### src/rtl/output_delta_unit_if.sv
`default_nettype none
// ============================================================================
//  Module   : output_delta_unit_if
//  Purpose  : Bundles the output_delta_unit streams into one interface:
//             - the activation / sigmoid-prime chunk input stream
//             - the delta / end-of-sample result stream
//  Revision : 1.0  initial release
// ============================================================================
interface output_delta_unit_if #(
   parameter int WIDTH     = 16,
   parameter int M         = 2,
   parameter int CNT_WIDTH = 16
);
   // Chunk input stream from the last feedforward processor set
   logic                   in_valid;
   logic [WIDTH*M-1:0]     a_package;
   logic [WIDTH*M-1:0]     sp_package;
   logic [M-1:0]           y_bits;

   // Delta output stream and classification bookkeeping
   logic                   delta_valid;
   logic [WIDTH*M-1:0]     delta_package;
   logic                   delta_last;
   logic                   sample_done;
   logic                   correct;
   logic [CNT_WIDTH-1:0]   correct_count;

   // Producer of chunks, consumer of deltas
   modport master (
      output in_valid, a_package, sp_package, y_bits,
      input  delta_valid, delta_package, delta_last, sample_done, correct, correct_count
   );

   // The delta unit itself
   modport slave (
      input  in_valid, a_package, sp_package, y_bits,
      output delta_valid, delta_package, delta_last, sample_done, correct, correct_count
   );
endinterface
`default_nettype wire

### src/rtl/output_delta_unit.sv
`default_nettype none
// ============================================================================
//  Module   : output_delta_unit
//  Purpose  : Output-layer error stage.
//             - Computes delta = (a - y) * sigma'(s) for m neurons per cycle.
//             - Two registered stages: saturated diff, then saturated product.
//             - Tracks each sample's argmax and counts correctly classified
//               samples.
//  Revision : 1.0  initial release
// ============================================================================
module output_delta_unit #(
   parameter int FI        = 4,
   parameter int Z         = 8,
   parameter int N         = 8,
   parameter int WIDTH     = 16,
   parameter int INT_BITS  = 5,
   parameter int FRAC_BITS = 10,
   parameter int CNT_WIDTH = 16
) (
   input  logic               clk,
   input  logic               reset,
   output_delta_unit_if.slave bus
);

   localparam int M      = Z / FI;
   localparam int C      = N / M;
   localparam int CIDX_W = (C > 1) ? $clog2(C) : 1;
   // Product bits from the delta MSB up to the product MSB; with
   // WIDTH = 1 + INT_BITS + FRAC_BITS this equals WIDTH - FRAC_BITS + 1.
   localparam int HI_W   = INT_BITS + 2;

   localparam logic [CIDX_W-1:0]      C_LAST    = CIDX_W'(C - 1);
   localparam logic signed [WIDTH:0]  C_ONE     = (WIDTH+1)'(2 ** FRAC_BITS);
   localparam logic [WIDTH-1:0]       C_POS_MAX = {1'b0, {(WIDTH-1){1'b1}}};
   localparam logic [WIDTH-1:0]       C_NEG_MAX = {1'b1, {(WIDTH-1){1'b0}}};

   // ------------------------------------------------------------------------
   // State
   // ------------------------------------------------------------------------
   logic [CIDX_W-1:0]         r_chunk_idx;

   logic                      r_s1_valid;
   logic                      r_s1_last;
   logic signed [WIDTH-1:0]   r_s1_diff [M];
   logic signed [WIDTH-1:0]   r_s1_sp   [M];

   logic signed [WIDTH-1:0]   r_max_val;
   logic                      r_max_hit;

   logic                      r_delta_valid;
   logic [WIDTH*M-1:0]        r_delta_pkg;
   logic                      r_delta_last;
   logic                      r_sample_done;
   logic                      r_correct;
   logic [CNT_WIDTH-1:0]      r_correct_count;

   // ------------------------------------------------------------------------
   // Combinational nets
   // ------------------------------------------------------------------------
   logic signed [WIDTH-1:0]   w_a        [M];
   logic signed [WIDTH-1:0]   w_sp       [M];
   logic signed [WIDTH:0]     w_diff_ext [M];
   logic signed [WIDTH-1:0]   w_diff     [M];

   logic                      w_first;
   logic signed [WIDTH-1:0]   w_max_val;
   logic                      w_max_hit;

   logic signed [2*WIDTH-1:0] w_prod     [M];
   logic [HI_W-1:0]           w_prod_hi  [M];
   logic                      w_ovf      [M];
   logic [WIDTH*M-1:0]        w_delta_pkg;
   logic                      w_end;
   logic                      w_unused;

   // Unpack the chunk and form saturated a - y in WIDTH+1 bits
   always_comb begin
      for (int k = 0; k < M; k++) begin
         w_a[k]        = bus.a_package[WIDTH*k +: WIDTH];
         w_sp[k]       = bus.sp_package[WIDTH*k +: WIDTH];
         w_diff_ext[k] = {w_a[k][WIDTH-1], w_a[k]} - (bus.y_bits[k] ? C_ONE : '0);
         if (w_diff_ext[k][WIDTH] != w_diff_ext[k][WIDTH-1]) begin
            w_diff[k] = w_diff_ext[k][WIDTH] ? C_NEG_MAX : C_POS_MAX;
         end else begin
            w_diff[k] = w_diff_ext[k][WIDTH-1:0];
         end
      end
   end

   // Running argmax over raw activations; chunk 0 restarts from its own
   // neuron 0, and only a strictly greater value replaces the max so that
   // ties keep the lower global index.
   always_comb begin
      w_first   = (r_chunk_idx == '0);
      w_max_val = w_first ? w_a[0] : r_max_val;
      w_max_hit = w_first ? bus.y_bits[0] : r_max_hit;
      for (int k = 0; k < M; k++) begin
         if (w_a[k] > w_max_val) begin
            w_max_val = w_a[k];
            w_max_hit = bus.y_bits[k];
         end
      end
   end

   // Full-precision product, rescale by FRAC_BITS and saturate on overflow
   always_comb begin
      w_delta_pkg = '0;
      w_unused    = 1'b0;
      for (int k = 0; k < M; k++) begin
         w_prod[k]    = $signed({{WIDTH{r_s1_diff[k][WIDTH-1]}}, r_s1_diff[k]}) *
                        $signed({{WIDTH{r_s1_sp[k][WIDTH-1]}},   r_s1_sp[k]});
         w_prod_hi[k] = w_prod[k][2*WIDTH-1 -: HI_W];
         w_ovf[k]     = !((&w_prod_hi[k]) || (~|w_prod_hi[k]));
         if (w_ovf[k]) begin
            w_delta_pkg[WIDTH*k +: WIDTH] = w_prod[k][2*WIDTH-1] ? C_NEG_MAX : C_POS_MAX;
         end else begin
            w_delta_pkg[WIDTH*k +: WIDTH] = w_prod[k][WIDTH+FRAC_BITS-1 : FRAC_BITS];
         end
         // Bits discarded by the truncation toward minus infinity
         w_unused = w_unused ^ (^w_prod[k][FRAC_BITS-1:0]);
      end
   end

   assign w_end = r_s1_valid & r_s1_last;

   // Chunk position within the sample, advancing only on accepted chunks
   always_ff @(posedge clk or posedge reset) begin
      if (reset) begin
         r_chunk_idx <= '0;
      end else if (bus.in_valid) begin
         r_chunk_idx <= (r_chunk_idx == C_LAST) ? '0 : r_chunk_idx + 1'b1;
      end
   end

   // Stage 1: register saturated differences and sigmoid-prime values
   always_ff @(posedge clk or posedge reset) begin
      if (reset) begin
         r_s1_valid <= 1'b0;
         r_s1_last  <= 1'b0;
         for (int k = 0; k < M; k++) begin
            r_s1_diff[k] <= '0;
            r_s1_sp[k]   <= '0;
         end
      end else begin
         r_s1_valid <= bus.in_valid;
         if (bus.in_valid) begin
            r_s1_last <= (r_chunk_idx == C_LAST);
            for (int k = 0; k < M; k++) begin
               r_s1_diff[k] <= w_diff[k];
               r_s1_sp[k]   <= w_sp[k];
            end
         end
      end
   end

   // Argmax tracker state, updated alongside stage 1
   always_ff @(posedge clk or posedge reset) begin
      if (reset) begin
         r_max_val <= '0;
         r_max_hit <= 1'b0;
      end else if (bus.in_valid) begin
         r_max_val <= w_max_val;
         r_max_hit <= w_max_hit;
      end
   end

   // Stage 2: registered deltas and end-of-sample flags
   always_ff @(posedge clk or posedge reset) begin
      if (reset) begin
         r_delta_valid <= 1'b0;
         r_delta_pkg   <= '0;
         r_delta_last  <= 1'b0;
         r_sample_done <= 1'b0;
         r_correct     <= 1'b0;
      end else begin
         r_delta_valid <= r_s1_valid;
         if (r_s1_valid) begin
            r_delta_pkg <= w_delta_pkg;
         end
         r_delta_last  <= w_end;
         r_sample_done <= w_end;
         r_correct     <= w_end & r_max_hit;
      end
   end

   // Saturating count of correctly classified samples
   always_ff @(posedge clk or posedge reset) begin
      if (reset) begin
         r_correct_count <= '0;
      end else if (r_sample_done && r_correct && (r_correct_count != '1)) begin
         r_correct_count <= r_correct_count + 1'b1;
      end
   end

   assign bus.delta_valid   = r_delta_valid;
   assign bus.delta_package = r_delta_pkg;
   assign bus.delta_last    = r_delta_last;
   assign bus.sample_done   = r_sample_done;
   assign bus.correct       = r_correct;
   assign bus.correct_count = r_correct_count;

endmodule
`default_nettype wire

### src/flat_wrapper.sv
// flat-port wrapper written by rule: the top's interface ports become plain ports
module output_delta_unit_flat 
#(
   parameter int FI        = 4,
   parameter int Z         = 8,
   parameter int N         = 8,
   parameter int WIDTH     = 16,
   parameter int INT_BITS  = 5,
   parameter int FRAC_BITS = 10,
   parameter int CNT_WIDTH = 16
)
  (clk, reset, bus_in_valid, bus_a_package, bus_sp_package, bus_y_bits, bus_delta_valid, bus_delta_package, bus_delta_last, bus_sample_done, bus_correct, bus_correct_count);
  output_delta_unit_if #(.WIDTH(WIDTH), .M(2), .CNT_WIDTH(CNT_WIDTH)) bus_i ();
  input  logic clk;
  input  logic reset;
  input wire logic [$bits(bus_i.in_valid)-1:0] bus_in_valid;
  input wire logic [$bits(bus_i.a_package)-1:0] bus_a_package;
  input wire logic [$bits(bus_i.sp_package)-1:0] bus_sp_package;
  input wire logic [$bits(bus_i.y_bits)-1:0] bus_y_bits;
  output wire logic [$bits(bus_i.delta_valid)-1:0] bus_delta_valid;
  output wire logic [$bits(bus_i.delta_package)-1:0] bus_delta_package;
  output wire logic [$bits(bus_i.delta_last)-1:0] bus_delta_last;
  output wire logic [$bits(bus_i.sample_done)-1:0] bus_sample_done;
  output wire logic [$bits(bus_i.correct)-1:0] bus_correct;
  output wire logic [$bits(bus_i.correct_count)-1:0] bus_correct_count;
  assign bus_i.in_valid = bus_in_valid;
  assign bus_i.a_package = bus_a_package;
  assign bus_i.sp_package = bus_sp_package;
  assign bus_i.y_bits = bus_y_bits;
  assign bus_delta_valid = bus_i.delta_valid;
  assign bus_delta_package = bus_i.delta_package;
  assign bus_delta_last = bus_i.delta_last;
  assign bus_sample_done = bus_i.sample_done;
  assign bus_correct = bus_i.correct;
  assign bus_correct_count = bus_i.correct_count;
  output_delta_unit #(.FI(FI), .Z(Z), .N(N), .WIDTH(WIDTH), .INT_BITS(INT_BITS), .FRAC_BITS(FRAC_BITS), .CNT_WIDTH(CNT_WIDTH)) u_core (.clk(clk), .reset(reset), .bus(bus_i));
endmodule
### config.mk
export PLATFORM = sky130hd
export DESIGN_NAME = output_delta_unit_flat
export DESIGN_NICKNAME = d
export VERILOG_FILES = /design/src/rtl/output_delta_unit_if.sv /design/src/rtl/output_delta_unit.sv /design/src/flat_wrapper.sv
export SDC_FILE = /design/constraint.sdc
export NUM_CORES = 2
export LEC_CHECK = 0
export BUFFER_PORTS_ARGS = -buffer_cell sky130_fd_sc_hd__clkbuf_2
export CORE_UTILIZATION = 25
export DETAILED_ROUTE_END_ITERATION = 8
export PLACE_DENSITY = 0.39
export SYNTH_ARGS = -nofsm -noshare
export SYNTH_HDL_FRONTEND = slang
export SYNTH_SLANG_ARGS = --single-unit
### constraint.sdc
create_clock -name clk -period 9.3 [get_ports clk]
set_input_delay 1.86 -clock clk [delete_from_list [all_inputs] [get_ports clk]]
set_output_delay 1.86 -clock clk [all_outputs]
set_load 0.01 [all_outputs]
[Yosys cells after proc, flatten, opt, wreduce, memory -nomap -nowiden]
Index checks and enable logic that the tools add are counted.
W data, S select, Z words.
Cells by class
  mux-type cells: 17
  bitwise gates (word level): 2
  $add $sub $neg: 4
  reduce and logical (&&, ||, !) cells: 13
  multiply operators: 2
  magnitude comparators: 2
  equal/unequal tests: 4
Operators by type and width (number)
  $mux W16: 11
  $mul A16 B16 Y32: 2
  $sub A17 B17 Y17: 2
  $gt A16 B16 Y1: 2
  $mux W11: 2
  $add A16 B1 Y16 const B: 1
  $ne A16 B16 Y1 const B: 1
  $reduce_and A7 Y1: 2
  $reduce_or A7 Y1: 2
  $mux W1: 3
  $reduce_bool A3 Y1: 1
  $add A2 B1 Y2 const B: 1
  $and A1 B1 Y1: 2
  $eq A2 B2 Y1 const B: 1
  $logic_and A1 B1 Y1: 2
  $logic_not A1 Y1: 2
  $logic_not A2 Y1: 1
  $logic_or A1 B1 Y1: 2
  $mux W2: 1
  $ne A1 B1 Y1: 2
  $reduce_and A2 Y1: 1
Word-level totals
  input bits: 69
  output and inout port bits: 52
  register bits: 136

[Logic depth before layout (Yosys ltp)]
  word-level depth: 7
  gate-level depth with buffers: 27

[Least setup slack after synthesis]
OpenSTA, ideal clock, no wires.
  kind: register -> register
  start point: register u_core.r_s1_diff[15] in the netlist's numbering
  end point: register u_core.r_delta_pkg[16] (netlist: u_core.bus.delta_package[16])
  stages on the path, launching flop included: 25
  path slack: 2369 ps
  arrival: 6808 ps
  cells stage by stage: dfrtp_1 > clkbuf_1 > nand2_1 > inv_1 > fa_1 > inv_1 > fa_1 > inv_1 > fa_1 > fa_1 > fa_1 > inv_1 > fa_1 > inv_1 > ha_1 > clkbuf_1 > a21o_1 > a41oi_1 > o21ai_2 > a221oi_4 > mux2i_1 > a22oi_2 > o41a_4 > buf_6 > o221a_1
On the way
  longest elaborated chain between the ends: 5
  elaborated cells on any way between the ends: 7
  those cells by class: mul: 1; mux: 2; reduce/logical: 4
RTL lines
  from (decl): RTL line output_delta_unit.sv:44  | logic signed [WIDTH-1:0] r_s1_diff [M];
  from (signal, indexed assignment): RTL line output_delta_unit.sv:149  | r_s1_diff[k] <= w_diff[k];
  $mul A16 B16 Y32 (*): RTL line output_delta_unit.sv:110  | w_prod[k] = $signed({{WIDTH{r_s1_diff[k][WIDTH-1]}}, r_s1_diff[k]}) *
  $reduce_or A7 Y1: RTL line output_delta_unit.sv:113  | w_ovf[k] = !((&w_prod_hi[k]) || (~|w_prod_hi[k]));
  $logic_not A1 Y1: RTL line output_delta_unit.sv:113
  $logic_or A1 B1 Y1: RTL line output_delta_unit.sv:113
  $mux W16 (*): RTL line output_delta_unit.sv:114  | if (w_ovf[k]) begin
  to (signal assigned): RTL line output_delta_unit.sv:178  | r_delta_pkg <= w_delta_pkg;
  to (decl): RTL line output_delta_unit.sv:51  | logic [WIDTH*M-1:0] r_delta_pkg;
Mark *: on every way between the ends. The rest lies on a longest branch, timed or not.
A chain may end at the register's enable or synchronous reset.

[Worst setup path after layout]
  start point: register u_core.r_s1_diff[15] in the netlist's numbering
  end point: register u_core.r_delta_pkg[21] (netlist: u_core.bus.delta_package[21])
The elaborated chain is that of the path after synthesis.

==> key figures <==
Route
  – Vias per Instance: 4.35
  – Antenna Violating Nets Remaining: 0
  – Routed wire per std cell: 18.3 microns
  – Number of violations reported at the end of detailed-routing iteration 0: 759
  – Total via count in the routed design: 18,300
  – Number of optimization iterations in the first detailed-route pass: 5
  – Sum of routed wire length over all layers: 76,800 microns
  – DRC Markers: 0

Timing
  – Highest attainable clock frequency: 137 MHz
  – Number of endpoints failing setup at the final stage: 0
  – Final-report max-slew violation count: 0
  – Clock period minus worst slack: 7.32 ns
  – Setup repair after global routing missed its margin: false
  – Final Skew: 0.0236 ns
  – Hold Vio Cnt, Final: 0
  – Worst Max-Slew Pin Slew: 1.14 ns
  – Final worst path period share: 78.7%
  – Relative slew margins: 24.0%
  – TNS Setup: 0 ns

Floorplan
  – Effective utilization at floorplan: 25.2%
  – Die area: 0.106 sq mm
  – Boundary pin count: 121
  – Number of rows created at floorplan: 118
  – Std-Cell Core Area: 0.103 sq mm
  – Floorplan die height: 325 microns
  – Die Span X: 325 microns

Clocking
  – Buffer levels on the longest clock path: 2
  – Number of CTS-inserted buffers: 17
  – Clock-pin slew of the registers on the worst-case setup and hold paths: 0.07 ns
  – Post-CTS Resized: 0
  – H-tree level count: 4
  – Clock Sink Count: 136
  – Root cell of the clock tree: sky130_fd_sc_hd__clkbuf_16
  – Number of hold buffers added after CTS: 0
  – Clock latency at the later pin of the worst-skew pair: 0.52 ns
  – Number of post-CTS setup repair buffers: 0
  – TritonCTS clock tree: yes

Worst setup path
  – Kind of critical path: flop to flop
  – Required time of the critical path: 9.69 ns
  – Critical Path Sink Type: flop
  – Data arrival time of the worst path: 7.72 ns
  – Startpoint type of the worst setup path: flop
  – Crit-path max FO: 17

Placement
  – I/O Buffers: 120
  – Hpwl dp: 62,200 microns
  – Final GP Congestion: 0.777
  – Post-Place Cells: 4,162
  – Placed cell areas: 0.0281 sq mm

Yosys
  – Share of synthesized area occupied by flip-flops and latches: 13.1%
  – Most instantiated flip-flop cell in the synthesis netlist: sky130_fd_sc_hd__dfrtp_1
  – Average footprint of a synthesized cell: 9.46 sq um
  – Post-synth EDFFs: 0
  – Share of synthesized registers carrying an async set or reset: 100%
  – Register bit count reported by yosys: 136
  – Post-Syn Area: 0.0261 sq mm
  – Count of different cell masters after synthesis: 66
  – Cell count after synthesis: 2,756
  – Mapped Nets: 3,544
  – Synthesis warning total: 0

Cells and area
  – Area of all placed cells without fillers: 0.0287 sq mm
  – Layout Area Growth over Synthesis: 9.87%
  – Number of nets in the layout: 3,589
  – Most frequent standard cell in the layout excluding fill and tap cells: sky130_fd_sc_hd__inv_1
  – Number of standard cells in the final layout excluding fillers: 4,195
  – Filler instances: 11,100
  – Most frequent cells in the layout: sky130_fd_sc_hd__inv_1, sky130_fd_sc_hd__fa_1, sky130_fd_sc_hd__nand2_1, sky130_fd_sc_hd__and2_1, sky130_fd_sc_hd__ha_1
  – Fraction of layout cells with a size suffix above 1: 7.96%

GRT
  – GRT Resource Usage Total: 15.7%
  – Maximum number of pins on one net before global-route repair: 69
  – Number of global-route vias before repair: 20,600
  – Global route overflow: 0
  – Antenna violations before repair: 6
  – Global-route wire length before repair: 126,000 microns

Run status
  – Run status: finished, final reports clean

Run
  – Total of max-cap violations: 0

Hold path
  – Worst Hold Class: flop to flop
[logic make-up (layout without fill, tap and decap cells)]
family	after synthesis	after routing	synth area share (%)
other cells	0	1	0
mux	69	69	2.88
xor+xnor	82	82	2.75
fa+ha+maj	719	719	49.5
flops	136	136	13.1
buf+inv	720	778	10.4
compound gates	272	272	7.18
simple gates	758	758	14.2
[sequential cells by signal, indices dropped and copies added, names as in the netlist, 2 cells and up]
register / count
u_core.bus.correct_count: 16
u_core.bus.delta_package: 32
u_core.r_chunk_idx: 2
u_core.r_max_val: 16
u_core.r_s1_sp: 32
u_core.r_s1_diff: 32
[worst paths after layout]
kind	start	to	slack, ns	depth (start not counted)
worst min register to register	u_core.bus.correct_count[11]	u_core.bus.correct_count[11]	0.50	1
worst min-delay path	u_core.bus.correct_count[11]	u_core.bus.correct_count[11]	0.50	1
worst max-delay path	u_core.r_s1_diff[15]	u_core.bus.delta_package[21]	1.98	21
worst max register to register	u_core.r_s1_diff[15]	u_core.bus.delta_package[21]	1.98	21
min in group asynchronous	reset	u_core.bus.correct_count[12]	1.32	2
max in group asynchronous	reset	u_core.r_s1_valid	6.08	4
[per-layer routing]
| layer | GRT usage (%) | part of all wire [%] | routed length, microns | vias to the layer above |
|---|---|---|---|---|
| li1 | - | - | - | 8499 |
| met4 | 3.75 | 1.6 | 1240 | 6 |
| met5 | 0 | 0.052 | 40 | - |
| met1 | 21.9 | 48 | 36600 | 9475 |
| met2 | 25.8 | 48 | 36900 | 235 |
| met3 | 1.93 | 2.7 | 2060 | 49 |
[layout make-up]
| type | instances | area, sq um | area share [%] |
|---|---|---|---|
| clock inverters | 13 | 119 | 0.415 |
| multi-input cells | 1900 | 20000 | 69.7 |
| repair buffers | 129 | 671 | 2.34 |
| flip-flops and latches | 136 | 3400 | 11.9 |
| diodes | 1 | 2.50 | 0.00873 |
| well taps | 1380 | 1730 | 6.03 |
| clock buffers | 19 | 443 | 1.55 |
| inverters | 617 | 2320 | 8.10 |
[metrics by stage]
| step | setup WS [ns] | utilization, % | hold slack, ns |
|---|---|---|---|
| floorplan | 2.37 | - | 0.392 |
| finish | 1.98 | 27.7 | 0.500 |
| detailed placement | 1.91 | 27.1 | 0.495 |
| global placement | 1.97 | 27.1 | 0.493 |
| global route | 1.50 | 27.7 | 0.517 |
| CTS | 1.91 | 27.7 | 0.504 |
[cell usage after synthesis (6+ instances only)]
cell type                  number  share of area, %
sky130_fd_sc_hd__o21ai_0       42              0.81
sky130_fd_sc_hd__ha_1         197               9.5
sky130_fd_sc_hd__fa_1         522                40
sky130_fd_sc_hd__nand2_1      309               4.4
sky130_fd_sc_hd__and2_1       235               5.6
sky130_fd_sc_hd__mux2_2        46               2.0
sky130_fd_sc_hd__a31oi_1       24              0.58
sky130_fd_sc_hd__a21o_1        23              0.66
sky130_fd_sc_hd__mux2i_1       21              0.81
sky130_fd_sc_hd__inv_1        616               8.9
sky130_fd_sc_hd__nor2b_1       25              0.60
sky130_fd_sc_hd__xor2_1        26              0.87
sky130_fd_sc_hd__nand3_1       18              0.35
sky130_fd_sc_hd__dfrtp_1      136                13
sky130_fd_sc_hd__o221a_1       15              0.65
sky130_fd_sc_hd__xnor2_1       56               1.9
sky130_fd_sc_hd__clkbuf_1      94               1.4
sky130_fd_sc_hd__a21oi_1       77               1.5
sky130_fd_sc_hd__nand2b_1      14              0.34
sky130_fd_sc_hd__o221ai_1      15              0.50
sky130_fd_sc_hd__a211oi_1      10              0.29
sky130_fd_sc_hd__and3_1        17              0.41
sky130_fd_sc_hd__nand4_1       21              0.50
sky130_fd_sc_hd__o21a_1         6              0.17
sky130_fd_sc_hd__nor3_1        11              0.21
sky130_fd_sc_hd__o21ai_1       11              0.21
sky130_fd_sc_hd__nor2_1        95               1.4
[worst max-delay path: stages (launching register included)]
cell and delay (ns):
sky130_fd_sc_hd__dfrtp_1 0.58, sky130_fd_sc_hd__nand2_1 0.21, sky130_fd_sc_hd__inv_1 0.10, sky130_fd_sc_hd__fa_1 0.74, sky130_fd_sc_hd__inv_1 0.11, sky130_fd_sc_hd__fa_1 0.47, sky130_fd_sc_hd__inv_1 0.32, sky130_fd_sc_hd__fa_1 0.53
sky130_fd_sc_hd__fa_1 0.50, sky130_fd_sc_hd__fa_1 0.50, sky130_fd_sc_hd__inv_1 0.05, sky130_fd_sc_hd__fa_1 0.48, sky130_fd_sc_hd__inv_1 0.04, sky130_fd_sc_hd__ha_1 0.37, sky130_fd_sc_hd__a21o_1 0.21, sky130_fd_sc_hd__a41oi_1 0.30
sky130_fd_sc_hd__o21ai_2 0.16, sky130_fd_sc_hd__a221oi_4 0.31, sky130_fd_sc_hd__mux2i_1 0.25, sky130_fd_sc_hd__a22oi_2 0.11, sky130_fd_sc_hd__o41a_4 0.60, sky130_fd_sc_hd__o221a_1 0.26
Power is left out: the tool's default activity adds up to more than one toggle a clock period on the data nets, which glitch-free logic cannot reach.
